==> config.mk <==
export PLATFORM = sky130hd
export DESIGN_NAME = fir_mac_sequencer
export DESIGN_NICKNAME = d
export VERILOG_FILES = /design/src/rtl/fir_mac_sequencer.sv
export SDC_FILE = /design/constraint.sdc
export NUM_CORES = 1
export LEC_CHECK = 0
export BUFFER_PORTS_ARGS = -buffer_cell sky130_fd_sc_hd__buf_2
export CORE_UTILIZATION = 51
export DETAILED_ROUTE_END_ITERATION = 6
export PLACE_DENSITY = 0.77
export SYNTH_ARGS = -nofsm -noshare
export SYNTH_HDL_FRONTEND = slang
export SYNTH_SLANG_ARGS = --single-unit
==> constraint.sdc <==
create_clock -name clk -period 1.7 [get_ports clk]
set_input_delay 0.085 -clock clk [delete_from_list [all_inputs] [get_ports clk]]
set_output_delay 0.085 -clock clk [all_outputs]
set_load 0.02 [all_outputs]
==> src/rtl/fir_mac_sequencer.sv <==
// Control sequencer for a time-multiplexed FIR: accepts a sample, walks the
// shared MAC over all taps, then loads and holds the output register.
`timescale 1ns/1ps
module fir_mac_sequencer #(
    parameter int TAPS   = 16,
    parameter int ADDR_W = 4
) (
    input  logic              clk,
    input  logic              reset,
    input  logic              in_valid,
    output logic              in_ready,
    output logic              smp_we,
    output logic [ADDR_W-1:0] smp_wr_addr,
    output logic [ADDR_W-1:0] smp_rd_addr,
    output logic [ADDR_W-1:0] coef_addr,
    output logic              mac_clr,
    output logic              mac_en,
    output logic              out_load,
    output logic              out_valid,
    input  logic              out_ready,
    output logic              busy
);

    localparam logic [1:0] S_IDLE  = 2'd0;
    localparam logic [1:0] S_MAC   = 2'd1;
    localparam logic [1:0] S_DRAIN = 2'd2;
    localparam logic [1:0] S_HOLD  = 2'd3;

    localparam logic [ADDR_W-1:0] LAST   = ADDR_W'(TAPS - 1);
    localparam logic [ADDR_W:0]   TAPS_X = (ADDR_W + 1)'(TAPS);

    logic [1:0]        state_q, state_d;
    logic [ADDR_W-1:0] wr_ptr_q, wr_ptr_d;
    logic [ADDR_W-1:0] base_q, base_d;
    logic [ADDR_W-1:0] k_q, k_d;
    logic              handshake;
    logic              in_mac;
    logic [ADDR_W:0]   rd_wide;

    assign handshake = in_valid && (state_q == S_IDLE);
    assign in_mac    = (state_q == S_MAC);

    always_comb begin
        state_d  = state_q;
        wr_ptr_d = wr_ptr_q;
        base_d   = base_q;
        k_d      = k_q;
        case (state_q)
            S_IDLE: begin
                if (handshake) begin
                    base_d   = wr_ptr_q;
                    wr_ptr_d = (wr_ptr_q == LAST) ? '0 : wr_ptr_q + 1'b1;
                    k_d      = '0;
                    state_d  = S_MAC;
                end
            end
            S_MAC: begin
                if (k_q == LAST) begin
                    state_d = S_DRAIN;
                end else begin
                    k_d = k_q + 1'b1;
                end
            end
            S_DRAIN: state_d = S_HOLD;
            S_HOLD:  if (out_ready) state_d = S_IDLE;
            default: state_d = S_IDLE;
        endcase
    end

    always_ff @(posedge clk or posedge reset) begin
        if (reset) begin
            state_q  <= S_IDLE;
            wr_ptr_q <= '0;
            base_q   <= '0;
            k_q      <= '0;
        end else begin
            state_q  <= state_d;
            wr_ptr_q <= wr_ptr_d;
            base_q   <= base_d;
            k_q      <= k_d;
        end
    end

    // Newest sample first: (base - k) mod TAPS, with an explicit wrap so
    // non-power-of-two tap counts stay inside the delay line.
    always_comb begin
        if (base_q >= k_q) begin
            rd_wide = {1'b0, base_q} - {1'b0, k_q};
        end else begin
            rd_wide = {1'b0, base_q} + TAPS_X - {1'b0, k_q};
        end
    end

    assign in_ready    = (state_q == S_IDLE);
    assign smp_we      = handshake;
    assign smp_wr_addr = (state_q == S_IDLE) ? wr_ptr_q : '0;
    assign smp_rd_addr = in_mac ? rd_wide[ADDR_W-1:0] : '0;
    assign coef_addr   = in_mac ? k_q : '0;
    assign mac_en      = in_mac;
    assign mac_clr     = in_mac && (k_q == '0);
    assign out_load    = (state_q == S_DRAIN);
    assign out_valid   = (state_q == S_HOLD);
    assign busy        = (state_q != S_IDLE);

endmodule

==> results summary, run 1 <==
The cell area after layout is 0.001270 mm². The flow ran to the end, but the final reports show violations. The initial antenna violation count is 0. The final count of hold timing violations was 0. The final antenna-violating net count came out at 0.

The worst hold path passes through 3 cells. Wires add up to roughly 2400 µm. The synthesis-stage register bit count came out at 14. The instance area after placement is 0.001085 mm². STA classifies the critical path startpoint as a register. The maximum fanout along the worst path came out at 2. TritonCTS built the clock tree. Setup repair after global routing could not meet its margin everywhere. Clock skew on the completed layout was measured at 0.0007178 ns. The share of synthesized area occupied by flip-flops and latches is 0.3804. The count of filler cells inserted in the layout is 111. The initial utilization of the core area, before any placement, comes to 0.5777. The post-route clock period utilization came out at 1.128. The path class of the tightest hold or removal check is input port to register. The most critical setup path has its endpoint at smp_rd_addr[3]. The portion of synthesized cell area occupied by the leading cell type is 0.3804. The deepest clock path buffer count came out at 2. The maximum achievable frequency is 521.4 MHz. In this run the standard cell core region covers around 0.0016 mm².

The cell area power density came out at 2038 mW/mm². Walking the worst path, the cells encountered are inv_2 -> ha_4 -> nor2b_4 -> o21a_1 -> nor3_2 -> and3b_2 -> buf_6. The synthesis-to-finish area growth came out at 37.91%. The average vias per placed instance is 5.248. The post-synthesis instance area came out at 920.9 µm². The CTS clock-pin slew for the worst setup and hold paths is 0.08 ns. The total of endpoints with negative setup slack in the final report is 3. The remaining design rule violation count is 0. The overall power after layout is 0.002588 W. The number of nets in the layout came out at 150.

The worst setup path is of the register to output port kind. The leakage power figure is 0.6470 nW. 23 I/O pins were placed. STA classifies the critical path endpoint as an output port. The largest single stage delay on the critical path is 0.41 ns. The routed layout has 824 vias. The row count came out at 14. The final core utilization is 0.7967. The die boundary width came out at 44.49 µm.

Among all stages on the critical path, the largest delay is contributed by sky130_fd_sc_hd__dfrtp_1. Summed over all nets, the half-perimeter wirelength after detailed placement is 1479 µm. Setup slack on the critical path of the routed design comes to -0.2180 ns.

The number of clock sinks came out at 14. The sum of overflow across all layers after global routing is 0. The first global-routing pass estimated 3450 µm of wire. The count of input and output buffers came out at 22. Max-cap violations in this run came to 0. The number of warnings issued by yosys came out at 0. The count of cells along the worst register-to-register path is 6. The number of antenna diodes is 0.

The slew of the pin with the lowest slew margin came out at 0.5710 ns. Across every metal layer, demand over resource in global routing totals 0.2385. The worst register-to-register path has a setup slack of 0.06 ns.

The floorplan step defined a die boundary enclosing 0.001979 mm². The first element of the critical path is k_q[1]. The final critical delay including setup and external delays came out at about 1.9 ns.

After synthesis, the cell types taking the most area are sky130_fd_sc_hd__dfrtp_1, sky130_fd_sc_hd__ha_1, sky130_fd_sc_hd__and2_1. The startpoint of the lowest-slack register-to-register path is state_q[0]. The peak supply drop is 1.234 mV. The clock buffer count from CTS is 3. The largest area contributor in the synthesized netlist is sky130_fd_sc_hd__dfrtp_1. The initial DRC count came out at 15. When the netlist entered floorplanning its net count stood at 112.

The maximum number of pins on one net before global-route repair came out at 15. In this run the most critical hold path is launched from in_valid. The arrival time at the worst endpoint is between 1.5 and 2 ns.

The final number of max-transition violations came out at 0. Data on the critical path is required at its endpoint by around 1.6 ns. The clock insertion delay at the later pin of the skew report came out at between 0.2 and 0.3 ns.

In this run the critical register-to-register path is captured at k_q[2]. The worst slew margin relative to its limit came out at 0.6189. The fraction of final layout cells with drive strength greater than 1 is 0.4286.

The library cell used most frequently in the layout, excluding fill and tap cells, is sky130_fd_sc_hd__buf_2. The root buffer selected by CTS is sky130_fd_sc_hd__clkbuf_4. Counting distinct cell types in the post-synthesis netlist gives 30. The die boundary height is 44.49 µm.

The number of global-route vias before repair was 853. After detailed routing, the average wire length per cell comes to 14.99 µm. The synthesized netlist cell count came out at 97. In the layout the commonest cells are sky130_fd_sc_hd__buf_2, sky130_fd_sc_hd__dfrtp_1, sky130_fd_sc_hd__buf_4.

The congestion estimate from routability-driven global placement came to between 0.8 and 0.9. The number of levels in the clock H-tree is 1. The first-pass iteration count of the detailed router came out at 4. The checks that failed: negative setup slack.

The synthesized area per cell came out at 9.494 µm².
==> report_power, final <==
part / switching (W) / internal [W] / leakage [nW] / total [W]
logic: 0.000941 / 0.000826 / 0.456 / 0.00177
clock network: 0.000112 / 0.0000824 / 0.0138 / 0.000194
registers: 0.000151 / 0.000476 / 0.177 / 0.000627
total: 0.00120 / 0.00138 / 0.647 / 0.00259
==> critical path, delay by kind of cell, from the launching register on <==
kind                     cells  cell delay [ns]
AND/OR/NAND/NOR              3             0.53
flip-flops                   1             0.41
buffers and inverters        2             0.21
AO/OA/AOI/OAI                1             0.20
adder cells (fa/ha/maj)      1             0.19
==> repair_timing <==
action | 4_1_cts | 5_1_grt
endpoints found under the setup margin | 5 | 11
gates resized for setup | 15 | 9
pin swaps | 1 | 7
hold endpoints to repair | 14 | 0
hold buffers | 1 | 0
buffers inserted | 5 | 4
==> through the flow <==
stage | worst slack, ns | cells | setup TNS (ns) | hold WS, ns
5_1_grt | -0.2733 | 157 | -0.7569 | 0.1685
6_report | -0.2180 | 157 | -0.4876 | 0.1446
3_5_place_dp | 0.05131 | 145 | 0 | 0.1622
2_1_floorplan | 0.02540 | 97 | 0 | -0.02578
4_1_cts | -0.1658 | 154 | -0.2868 | 0.1462
3_3_place_gp | 0.1436 | 145 | 0 | 0.1569
==> cell usage after synthesis, drive strengths merged <==
cell     n
a41oi    1
o21ai    7
clkbuf   1
a21o     1
nand2   12
nor3     2
inv     13
dfrtp   14
ha      10
xor2     1
and2    10
xnor2    2
mux2     3
nor2     1
nand3    4
buf      1
o21a     1
a222oi   1
fa       1
a21boi   1
a311oi   1
nor2b    2
o22ai    1
o31ai    1
a32o     1
and3b    1
mux2i    2
a21oi    1
==> metal layers <==
layer,GRT usage,share of wire,vias to the layer above
li1,-,-,401
met1,0.2883,0.44,386
met2,0.4265,0.48,24
met3,0.02449,0.035,13
met4,0.1030,0.045,0
met5,0,0,-
==> worst min path at each step <==
stage,endpoint,slack (ns)
floorplan,base_q[0],-0.03
global placement,wr_ptr_q[2],0.16
detailed placement,wr_ptr_q[0],0.16
CTS,base_q[2],0.15
global route,base_q[2],0.17
finish,base_q[2],0.14
==> cell families after synthesis <==
group / after synthesis / synth area share
flip-flops: 14 / 0.3804
buffers and inverters: 15 / 0.06522
AND/OR/NAND/NOR: 32 / 0.1780
AO/OA/AOI/OAI: 17 / 0.1318
adder cells (fa/ha/maj): 11 / 0.1576
multiplexers: 5 / 0.05842
XOR/XNOR: 3 / 0.02854
==> flip-flops by register name (all words and copies together), names as in the netlist <==
name	flops
base_q	4
k_q	4
wr_ptr_q	4
state_q	2
==> area by class of cell <==
type | count | area (µm²) | share of cell area
inverters | 13 | 48.80 | 0.03842
multi-input cells | 68 | 588.1 | 0.4631
flip-flops and latches | 14 | 351.6 | 0.2768
clock buffers | 3 | 22.52 | 0.01773
repair buffers | 35 | 229.0 | 0.1803
well taps | 24 | 30.03 | 0.02365
(Power assumes the default switching activity.)
==> run 2, diff against run 1 <==
==> config.mk (replaced) <==
export PLATFORM = sky130hd
export DESIGN_NAME = fir_mac_sequencer
export DESIGN_NICKNAME = d
export VERILOG_FILES = /design/src/rtl/fir_mac_sequencer.sv
export SDC_FILE = /design/constraint.sdc
export NUM_CORES = 1
export LEC_CHECK = 0
export CORE_UTILIZATION = 52
export DETAILED_ROUTE_END_ITERATION = 6
export DONT_BUFFER_PORTS = 1
export PLACE_DENSITY = 0.67
export SETUP_SLACK_MARGIN = 0.2
export SYNTH_ARGS = -nofsm -noshare
export SYNTH_HDL_FRONTEND = slang
export SYNTH_SLANG_ARGS = --single-unit
==> run 2 against run 1 <==
The flow finishes with violations (design-rule violations, negative setup slack). Combinational power increased by 29%. Clock skew up 0.016 ns. Maximum frequency up 1.9%. Worst setup slack better by 0.036 ns. Global-route usage up 1.5 points.
==> results summary, run 2 (same netlist as run 1, synthesis figures left out) <==
The flow ran to the end, but the final reports show violations. The checks that failed: design-rule violations, negative setup slack. The arrival time at the worst endpoint came out at 1.80 ns. The count of cells along the worst register-to-register path is 6. The endpoint of the most critical register-to-register path is k_q[2].

The leakage power figure is 0.6333 nW. The worst register-to-register path begins at state_q[0]. The data required time of the critical path is 1.62 ns. The worst setup path is launched from a register. The number of global-route vias before repair came to 751.

In this run the tool buffered the top-level ports with 0 buffer cells. The sum of negative setup slack came out at -0.2901 ns. Summing all placed instances gives a cell area of between 0.001 and 0.0015 mm². The remaining design rule violation count came out at 2. The number of primary I/O pins is 23. The initial antenna violation count is 0.

The post-detailed-placement half-perimeter wirelength came out at 1320 µm. In the final layout, the registers with the most flip-flops are base_q x4, k_q x4, wr_ptr_q x4. In the layout the commonest cells are sky130_fd_sc_hd__buf_4, sky130_fd_sc_hd__dfrtp_1, sky130_fd_sc_hd__nand2_1. After layout, the worst setup slack is -0.1820 ns.

The routed design could run at a clock period as short as 1.882 ns. The final count of hold timing violations came to 0. The slowest stage of the critical path is the sky130_fd_sc_hd__dfrtp_1 cell.

The initial utilization of the core area, before any placement, comes to 0.5841. The routed wirelength normalized by instance count came out at 21.12 µm. Leaving out fill and tap cells, the most frequent cell in the layout is sky130_fd_sc_hd__buf_4. The total of endpoints with negative setup slack in the final report is 3. Headroom to the max-slew limit came out at 0.6390.

TritonCTS built the clock tree. The reported max-cap violation count came out at 0. The wire length reported by the detailed router came out at just under 3000 µm. The final number of max-transition violations is 0. The deepest clock path buffer count came out at 2. The first-pass iteration count of the detailed router is 7. In this run the core area contains 14 standard-cell rows. The start point of the worst min-delay path is in_valid. The cell area power density is around 2300 mW/mm².

The final core utilization came out at 0.8889. The average vias per placed instance came out at between 6 and 7. The dominant delay contributor by cell family on the critical path is simple AND/OR/NAND/NOR gates.

The maximum achievable frequency came out at 531.3 MHz. In this run the vertical extent of the chip is 44.08 µm. Routability-driven placement finished with a final weighted congestion of about 0.75.

The CTS clock-pin slew for the worst setup and hold paths came out at 0.11 ns. The die boundary width is between 40 and 50 µm. The maximum fanout along the worst path came out at 2.

The tightest min-delay check is of the input port to register type. The post-route clock period utilization is 1.107. The number of buffers and inverters on the critical path is 1.

The core outline area came out at 0.001577 mm². The critical path goes through inv_2 -> ha_4 -> nor2b_1 -> o21a_1 -> o21ai_0 -> and3b_2. The cell area after layout came out at 0.001401 mm². The count of filler cells inserted in the layout came out at between 70 and 80. The peak supply drop came out at 1.533 mV. After global routing the overflow that remains totals 0. The area of the die came out at 0.001943 mm². The final antenna-violating net count is 0. The number of vias after detailed routing came out at 851. CTS saw 14 sinks. The initial DRC count is 45.

The critical path is of the register to output port type. Setup repair after global routing could not meet its margin everywhere. The clock tree skew after final layout is approximately 0.016 ns. The number of levels in the clock H-tree came out at 1.

STA classifies the critical path endpoint as an output port. The setup slack of the worst register-to-register path came out at approximately 0.01 ns. The clock insertion delay at the later pin of the skew report is about 0.30 ns. The wire length of the first global-routing pass came out at approximately 3500 µm. The number of nets in the layout came out at 138. Along the worst hold path, the cell count comes to 3. On the worst path, the slowest cell contributes a delay of about 0.42 ns. The root buffer selected by CTS is sky130_fd_sc_hd__clkbuf_4. The fraction of final layout cells with drive strength greater than 1 is 0.5410.

The global-route usage over all layers came out at 0.2532. The number of antenna diodes came out at 0. Entering global routing, the biggest net connects 15 pins. Clock tree synthesis inserted a total of 3 buffers. The path with the worst hold slack has its endpoint at base_q[2]. The slew of the pin with the lowest slew margin came out at 0.5409 ns. The synthesis-to-finish area growth came out at 52.17%.
-- run 2: cell count changes in the layout (fill, tap and decap cells not counted), moves of 3 or more --
cell / delta
sky130_fd_sc_hd__nand2_1: -3
sky130_fd_sc_hd__inv_1: -4
sky130_fd_sc_hd__buf_2: -19
sky130_fd_sc_hd__inv_2: +4
sky130_fd_sc_hd__ha_4: +3
sky130_fd_sc_hd__and2_4: +4
sky130_fd_sc_hd__and2_2: +4
sky130_fd_sc_hd__o21ai_0: -3
sky130_fd_sc_hd__buf_4: +3
sky130_fd_sc_hd__and2_1: -8
-- run 2: what timing repair did --
item | in CTS | in global routing
cloned | 2 | 0
hold endpoints to repair | 15 | 0
setup endpoints to repair | 16 | 14
buffers inserted | 12 | 2
gates resized for setup | 33 | 20
pin swaps | 7 | 8
hold buffers | 2 | 0
-- run 2: worst max path at each step --
| stage | cells after the start | start | to | slack (ns) |
|---|---|---|---|---|
| after floorplan | 7 | state_q[0] | k_q[3] | 0.14 |
| after global placement | 6 | k_q[1] | smp_rd_addr[3] | 0.12 |
| after detailed placement | 6 | k_q[1] | smp_rd_addr[3] | 0.07 |
| after CTS | 5 | base_q[1] | smp_rd_addr[3] | -0.09 |
| after global routing | 6 | k_q[1] | smp_rd_addr[3] | -0.21 |
| final | 6 | k_q[1] | smp_rd_addr[3] | -0.18 |
-- run 2: power by group --
part / internal, W / switching [W] / total (W)
sequential: 0.000474 / 0.000170 / 0.000644
clock: 0.000131 / 0.000131 / 0.000262
combinational: 0.00115 / 0.00114 / 0.00229
-- run 2: per-layer routing --
metal	global-route usage	up-vias	share of wire
li1	-	378	-
met1	0.3038	410	0.39
met2	0.4559	51	0.51
met3	0.04082	12	0.058
met4	0.09091	0	0.043
met5	0	-	0
-- run 2: cell type report --
class                           count  area, µm²  area share
Multi-Input combinational cell     68      690.7      0.4929
Tap cell                           16      20.02     0.01429
Timing Repair Buffer               23      255.2      0.1821
Clock buffer                        4      36.28     0.02589
Sequential cell                    14      350.3      0.2500
Inverter                           13      48.80     0.03482
-- run 2: worst register-to-register path: stages, from the launching register on --
cell and delay [ns]:
sky130_fd_sc_hd__dfrtp_1 0.45, sky130_fd_sc_hd__inv_2 0.08, sky130_fd_sc_hd__ha_4 0.21, sky130_fd_sc_hd__mux2i_4 0.20, sky130_fd_sc_hd__a41oi_4 0.26, sky130_fd_sc_hd__a21boi_2 0.24
sky130_fd_sc_hd__o22ai_1 0.13
-- run 2: metrics by stage --
stage / hold WS [ns] / instances / setup slack, ns / power, W
after detailed placement: 0.04301 / 116 / 0.06960 / 0.001878
final: 0.007172 / 138 / -0.1820 / 0.003193
after global placement: 0.03542 / 116 / 0.1246 / 0.001815
after CTS: 0.003148 / 136 / -0.09022 / 0.002805
after floorplan: -0.02578 / 97 / 0.1426 / 0.001650
after global routing: 0.01400 / 138 / -0.2111 / 0.003339
